**src/rtl/dcdata_wr_ctl.sv**
```systemverilog
// Write-port sequencer for the data-cache data array: linefill beats plus held store-hit writes.
// Optional store/beat merge for same-line stores during a reload is enabled by DCDATA_WR_MERGE_EN.
module dcdata_wr_ctl #(
  parameter int BEATS = 8,
  parameter int ADR_W = 10
) (
  input  logic                            clk,
  input  logic                            rst,
  input  logic                            rld_start,
  input  logic [ADR_W-$clog2(BEATS)-1:0]  rld_line,
  input  logic                            beat_val,
  input  logic [31:0]                     beat_dat,
  output logic                            beat_rdy,
  input  logic                            st_val,
  input  logic [ADR_W-1:0]                st_adr,
  input  logic [3:0]                      st_be,
  input  logic [31:0]                     st_dat,
  output logic                            st_rdy,
  output logic [3:0]                      wr_en,
  output logic [ADR_W-1:0]                wr_adr,
  output logic [31:0]                     wr_dat,
  output logic                            rld_busy,
  output logic                            rld_done
);

  localparam int CW = $clog2(BEATS);
  localparam int LW = ADR_W - CW;
  localparam logic [CW-1:0] LAST = CW'(BEATS - 1);

  typedef enum logic {IDLE = 1'b0, RELOAD = 1'b1} state_t;

  state_t           state;
  logic [CW-1:0]    cnt;
  logic [LW-1:0]    line;
  logic             hv;
  logic [ADR_W-1:0] h_adr;
  logic [3:0]       h_be;
  logic [31:0]      h_dat;

  logic beat_acc;
  logic st_acc;
  logic same_line;
  logic drain;
  logic merge;

  // Store bytes where enabled, beat bytes elsewhere.
  function automatic logic [31:0] merge_bytes(input logic [3:0] be,
                                              input logic [31:0] sd,
                                              input logic [31:0] bd);
    logic [31:0] r;
    r = bd;
    for (int i = 0; i < 4; i++) begin
      if (be[i]) r[8*i +: 8] = sd[8*i +: 8];
    end
    return r;
  endfunction

  assign beat_rdy  = (state == RELOAD);
  assign rld_busy  = (state == RELOAD);
  assign st_rdy    = !hv;
  assign beat_acc  = beat_val && (state == RELOAD);
  assign st_acc    = st_val && !hv;
  assign same_line = (h_adr[ADR_W-1:CW] == line);

`ifdef DCDATA_WR_MERGE_EN
  logic [CW-1:0] h_word;
  assign h_word = h_adr[CW-1:0];
`endif

  // Decide whether the held store drains alone or merges into this cycle's beat write.
  always_comb begin
    drain = 1'b0;
    merge = 1'b0;
    if (!hv) begin
      drain = 1'b0;
    end else if (state == IDLE) begin
      drain = 1'b1;
    end else if (!same_line) begin
      drain = !beat_acc;
    end else begin
`ifdef DCDATA_WR_MERGE_EN
      if (h_word < cnt) begin
        drain = !beat_acc;
      end else if (h_word == cnt) begin
        merge = beat_acc;
      end else begin
        drain = 1'b0;
      end
`else
      // Same-line store waits until the whole line has been filled.
      drain = 1'b0;
`endif
    end
  end

  // Reload sequencing, store hold register and the registered array write port.
  always_ff @(posedge clk or posedge rst) begin
    if (rst) begin
      state    <= IDLE;
      cnt      <= '0;
      line     <= '0;
      hv       <= 1'b0;
      h_adr    <= '0;
      h_be     <= 4'h0;
      h_dat    <= 32'h0;
      wr_en    <= 4'h0;
      wr_adr   <= '0;
      wr_dat   <= 32'h0;
      rld_done <= 1'b0;
    end else begin
      rld_done <= 1'b0;
      wr_en    <= 4'h0;

      case (state)
        IDLE: begin
          if (rld_start) begin
            state <= RELOAD;
            line  <= rld_line;
            cnt   <= '0;
          end
        end
        RELOAD: begin
          if (beat_acc) begin
            cnt <= cnt + 1'b1;
            if (cnt == LAST) begin
              state    <= IDLE;
              rld_done <= 1'b1;
            end
          end
        end
        default: begin
          state <= IDLE;
        end
      endcase

      // Beats own the port; a held store only takes it in a beat-free cycle.
      if (beat_acc) begin
        wr_en  <= 4'hF;
        wr_adr <= {line, cnt};
        wr_dat <= merge ? merge_bytes(h_be, h_dat, beat_dat) : beat_dat;
      end else if (drain) begin
        wr_en  <= h_be;
        wr_adr <= h_adr;
        wr_dat <= h_dat;
      end

      if (st_acc) begin
        hv    <= 1'b1;
        h_adr <= st_adr;
        h_be  <= st_be;
        h_dat <= st_dat;
      end else if (drain || merge) begin
        hv <= 1'b0;
      end
    end
  end

endmodule

```
**config.mk**
```make
export PLATFORM = sky130hd
export DESIGN_NAME = dcdata_wr_ctl
export DESIGN_NICKNAME = d
export VERILOG_FILES = /design/src/rtl/dcdata_wr_ctl.sv
export SDC_FILE = /design/constraint.sdc
export NUM_CORES = 1
export LEC_CHECK = 0
export ABC_AREA = 1
export CORE_MARGIN = 4
export CORE_UTILIZATION = 35
export DETAILED_ROUTE_END_ITERATION = 10
export PLACE_DENSITY = 0.62
export SYNTH_ARGS = -nofsm -noshare
export SYNTH_HDL_FRONTEND = slang
export SYNTH_SLANG_ARGS = --single-unit
export TNS_END_PERCENT = 100
```
**constraint.sdc**
```tcl
create_clock -name clk -period 4.7 [get_ports clk]
set_input_delay 0.94 -clock clk [delete_from_list [all_inputs] [get_ports clk]]
set_output_delay 0.94 -clock clk [all_outputs]
set_load 0.1 [all_outputs]
```
==> impl_results.md <==
- Period minus WS final: 2940 ps
- Total DRC errors in the routed layout: 0
- Detailed router's first-iteration violation count: 136
- Tightest Pin Transition: 1030 ps
- Share of post-route cells with drive strength above 1: 0.0989
- Worst hold slack across all endpoints: 490 ps
- Mean routed wirelength per cell: 14.0 um
- Max Slew Vio Count: 0
- Data arrival time of the critical path: 2000 ps
- Register-to-register setup slack: 2700 ps
- Max Cap Violations: 0
- Proportion of synthesized chip area in sequential cells: 0.556
- Worst ir drop on vdd: 0.000496 V
- Nets in the synthesized netlist: 619
- Synth-to-Final Area Change: 36.9%
- Count of warnings emitted by yosys: 0
- P per Cell Area: 814 nW/um^2
- Clock tree from TritonCTS: built
- Vias per cell: 4.58
- Worst setup skew after layout: 6.68 ps
- Width of the die: 124 um
- Global-route wire length before repair: 19.1 mm
- Buffer levels on the longest clock path: 2
- Cts repair resizes: 0
- Clock-pin slew of the registers on the worst-case setup and hold paths: 70 ps
- Largest driver fanout on the critical path: 3
- Lkg Pwr: 0.00314 uW
- Hold Path Sink: hv$_DFFE_PP0P_
- Tightest slew margin relative to the limit: 0.310
- TritonCTS sink count: 105
- Startpoint of the worst hold path: hv$_DFFE_PP0P_
- Place WS: 1690 ps
- Total setup buffers inserted after CTS: 0
- Net count reported at finish: 744
- Final setup vio count: 0
- Overflow left after global routing: 0
- Beginning of the worst register-to-register path: beat_rdy$_DFF_PP0_
- Die area: 15400 um^2
- Number of global-route vias before repair: 3890
- CTS H-Tree Depth: 3
- Classification of the worst setup path: reg -> out
- Count of state elements after synthesis: 105
- Global placement routability congestion: 0.755
- Buffers added on ports: 139
- End of the worst register-to-register path: wr_adr[7]$_DFFE_PP0P_
- Gate count after technology mapping: 527
- Post-synthesis cell area: 4730 um^2
- Clk Latency, worst-skew pair: 350 ps
- Count of hold-fix buffers inserted at cts: 0
- Worst hold path cell count: 1
- Drt first pass iters: 4
- Placed wire-length estimate: 8.09 mm
- Kind of launch point of the worst setup path: flop
- Height of the die: 124 um
- RSZ-0062 raised after global routing: no
- Final antenna-violating net count: 0
- Final hold violation count: 0
- Maximum operating frequency: 340 MHz
- Post-route core utilization: 0.489
- Clock root cell: clkbuf_16
- Core area: 13200 um^2
- TNS Setup: 0 ps
- Outcome: complete, no violations
- Wirelength, routed: 11.7 mm
- Required arrival time at the worst endpoint: 3760 ps
- Netlist cell types: 20
- Type of element capturing the critical path: output pin
- Worst Reg2Reg Path Length in Cells: 7
- Count of vias placed by the detailed router: 3817
- Worst hold path type: reg -> reg
- Antenna violations before repair: 0
- Overall routing resource usage: 0.152
- Antenna cells: 0
- Largest net degree at the start of global routing: 70
- Worst Slack Setup Final: 1760 ps
- Number of top-level pins: 140
- CTS buffer count: 9
- Row count: 42
- Initial cell density of the core: 0.357
- Period utilization: 0.625
- Post-Syn Area per Cell: 8.97 um^2
==> flip-flops by register name (all words and copies together), names as in the netlist <==
name	count
rld_done	1
h_be	4
h_adr	10
h_dat	32
line	7
cnt	3
hv	1
wr_en	4
wr_adr	10
wr_dat	32
beat_rdy	1
==> per-layer routing <==
metal	track usage	routed length (um)	vias up
met5	0	0	-
met2	0.245	5590	102
met1	0.196	5150	1803
met3	0.0481	756	10
li1	-	-	1902
met4	0.0484	161	0
==> synthesized netlist by cell type <==
library cell	count	area share
nand2_1	218	0.17
nand2_2	3	0.0040
clkbuf_1	7	0.0056
nand3_1	45	0.048
buf_4	2	0.0032
nor2_2	2	0.0026
o21ai_0	16	0.017
buf_6	4	0.0095
o22ai_1	1	0.0013
mux2_2	35	0.083
a21oi_1	19	0.020
buf_2	12	0.013
nor2_1	20	0.016
inv_2	2	0.0016
ha_1	2	0.0053
clkbuf_8	2	0.0058
inv_1	27	0.021
dfrtp_1	105	0.56
o21a_1	1	0.0016
buf_8	4	0.013
==> report_power, final <==
part	switching (uW)	total (uW)	leakage, uW	internal [uW]
clock network	319	776	0.000153	456
registers	248	1590	0.00123	1340
logic	2130	2910	0.00175	778
total	2700	5270	0.00314	2570
==> through the flow <==
| stage | area, um^2 | cells | power (uW) |
|---|---|---|---|
| after global placement | 6160 | 817 | 4480 |
| after global routing | 6470 | 833 | 5560 |
| final | 6470 | 833 | 5270 |
| after floorplan | 4730 | 527 | 3840 |
| after detailed placement | 6160 | 817 | 4540 |
| after CTS | 6470 | 833 | 5320 |
==> worst max-delay path by stage <==
stage | endpoint | from | cells after the start
6_report | st_rdy | hv$_DFFE_PP0P_ | 2
5_1_grt | st_rdy | hv$_DFFE_PP0P_ | 2
4_1_cts | st_rdy | hv$_DFFE_PP0P_ | 2
3_5_place_dp | wr_dat[8]$_DFFE_PP0P_ | beat_val | 8
3_3_place_gp | wr_dat[21]$_DFFE_PP0P_ | beat_val | 8
2_1_floorplan | beat_rdy$_DFF_PP0_ | rst | 1
==> worst max-delay path: stages (launching register included) <==
cell and delay (ps):
dfrtp_1 380, inv_1 100, clkdlybuf4s50_1 1170
==> final cells by class <==
type | instances | area, um^2
repair buffers | 145 | 1440
clock buffers | 14 | 274
clock inverters | 2 | 35.0
well taps | 176 | 220
fillers | 1289 | 6770
flip-flops and latches | 105 | 2630
multi-input cells | 362 | 1770
inverters | 29 | 111
==> kinds of logic after synthesis <==
family / Yosys count / share of synthesized area
simple gates: 288 / 0.243
flops: 105 / 0.556
buf+inv: 60 / 0.0725
mux: 35 / 0.0834
fa+ha+maj: 2 / 0.00529
compound gates: 37 / 0.0400
==> cell usage in the layout (no fill, tap or decap), types with 3 or more instances in the layout <==
cell	Yosys	final
o21ai_0	16	16
nor2_1	20	20
nand2_1	218	216
nand2_2	3	4
inv_1	27	26
mux2_2	35	35
clkdlybuf4s50_1	0	139
buf_4	2	6
clkbuf_16	0	9
nand3_1	45	45
dfrtp_1	105	105
a21oi_1	19	19
clkbuf_8	2	3
(Power assumes the default switching activity.)
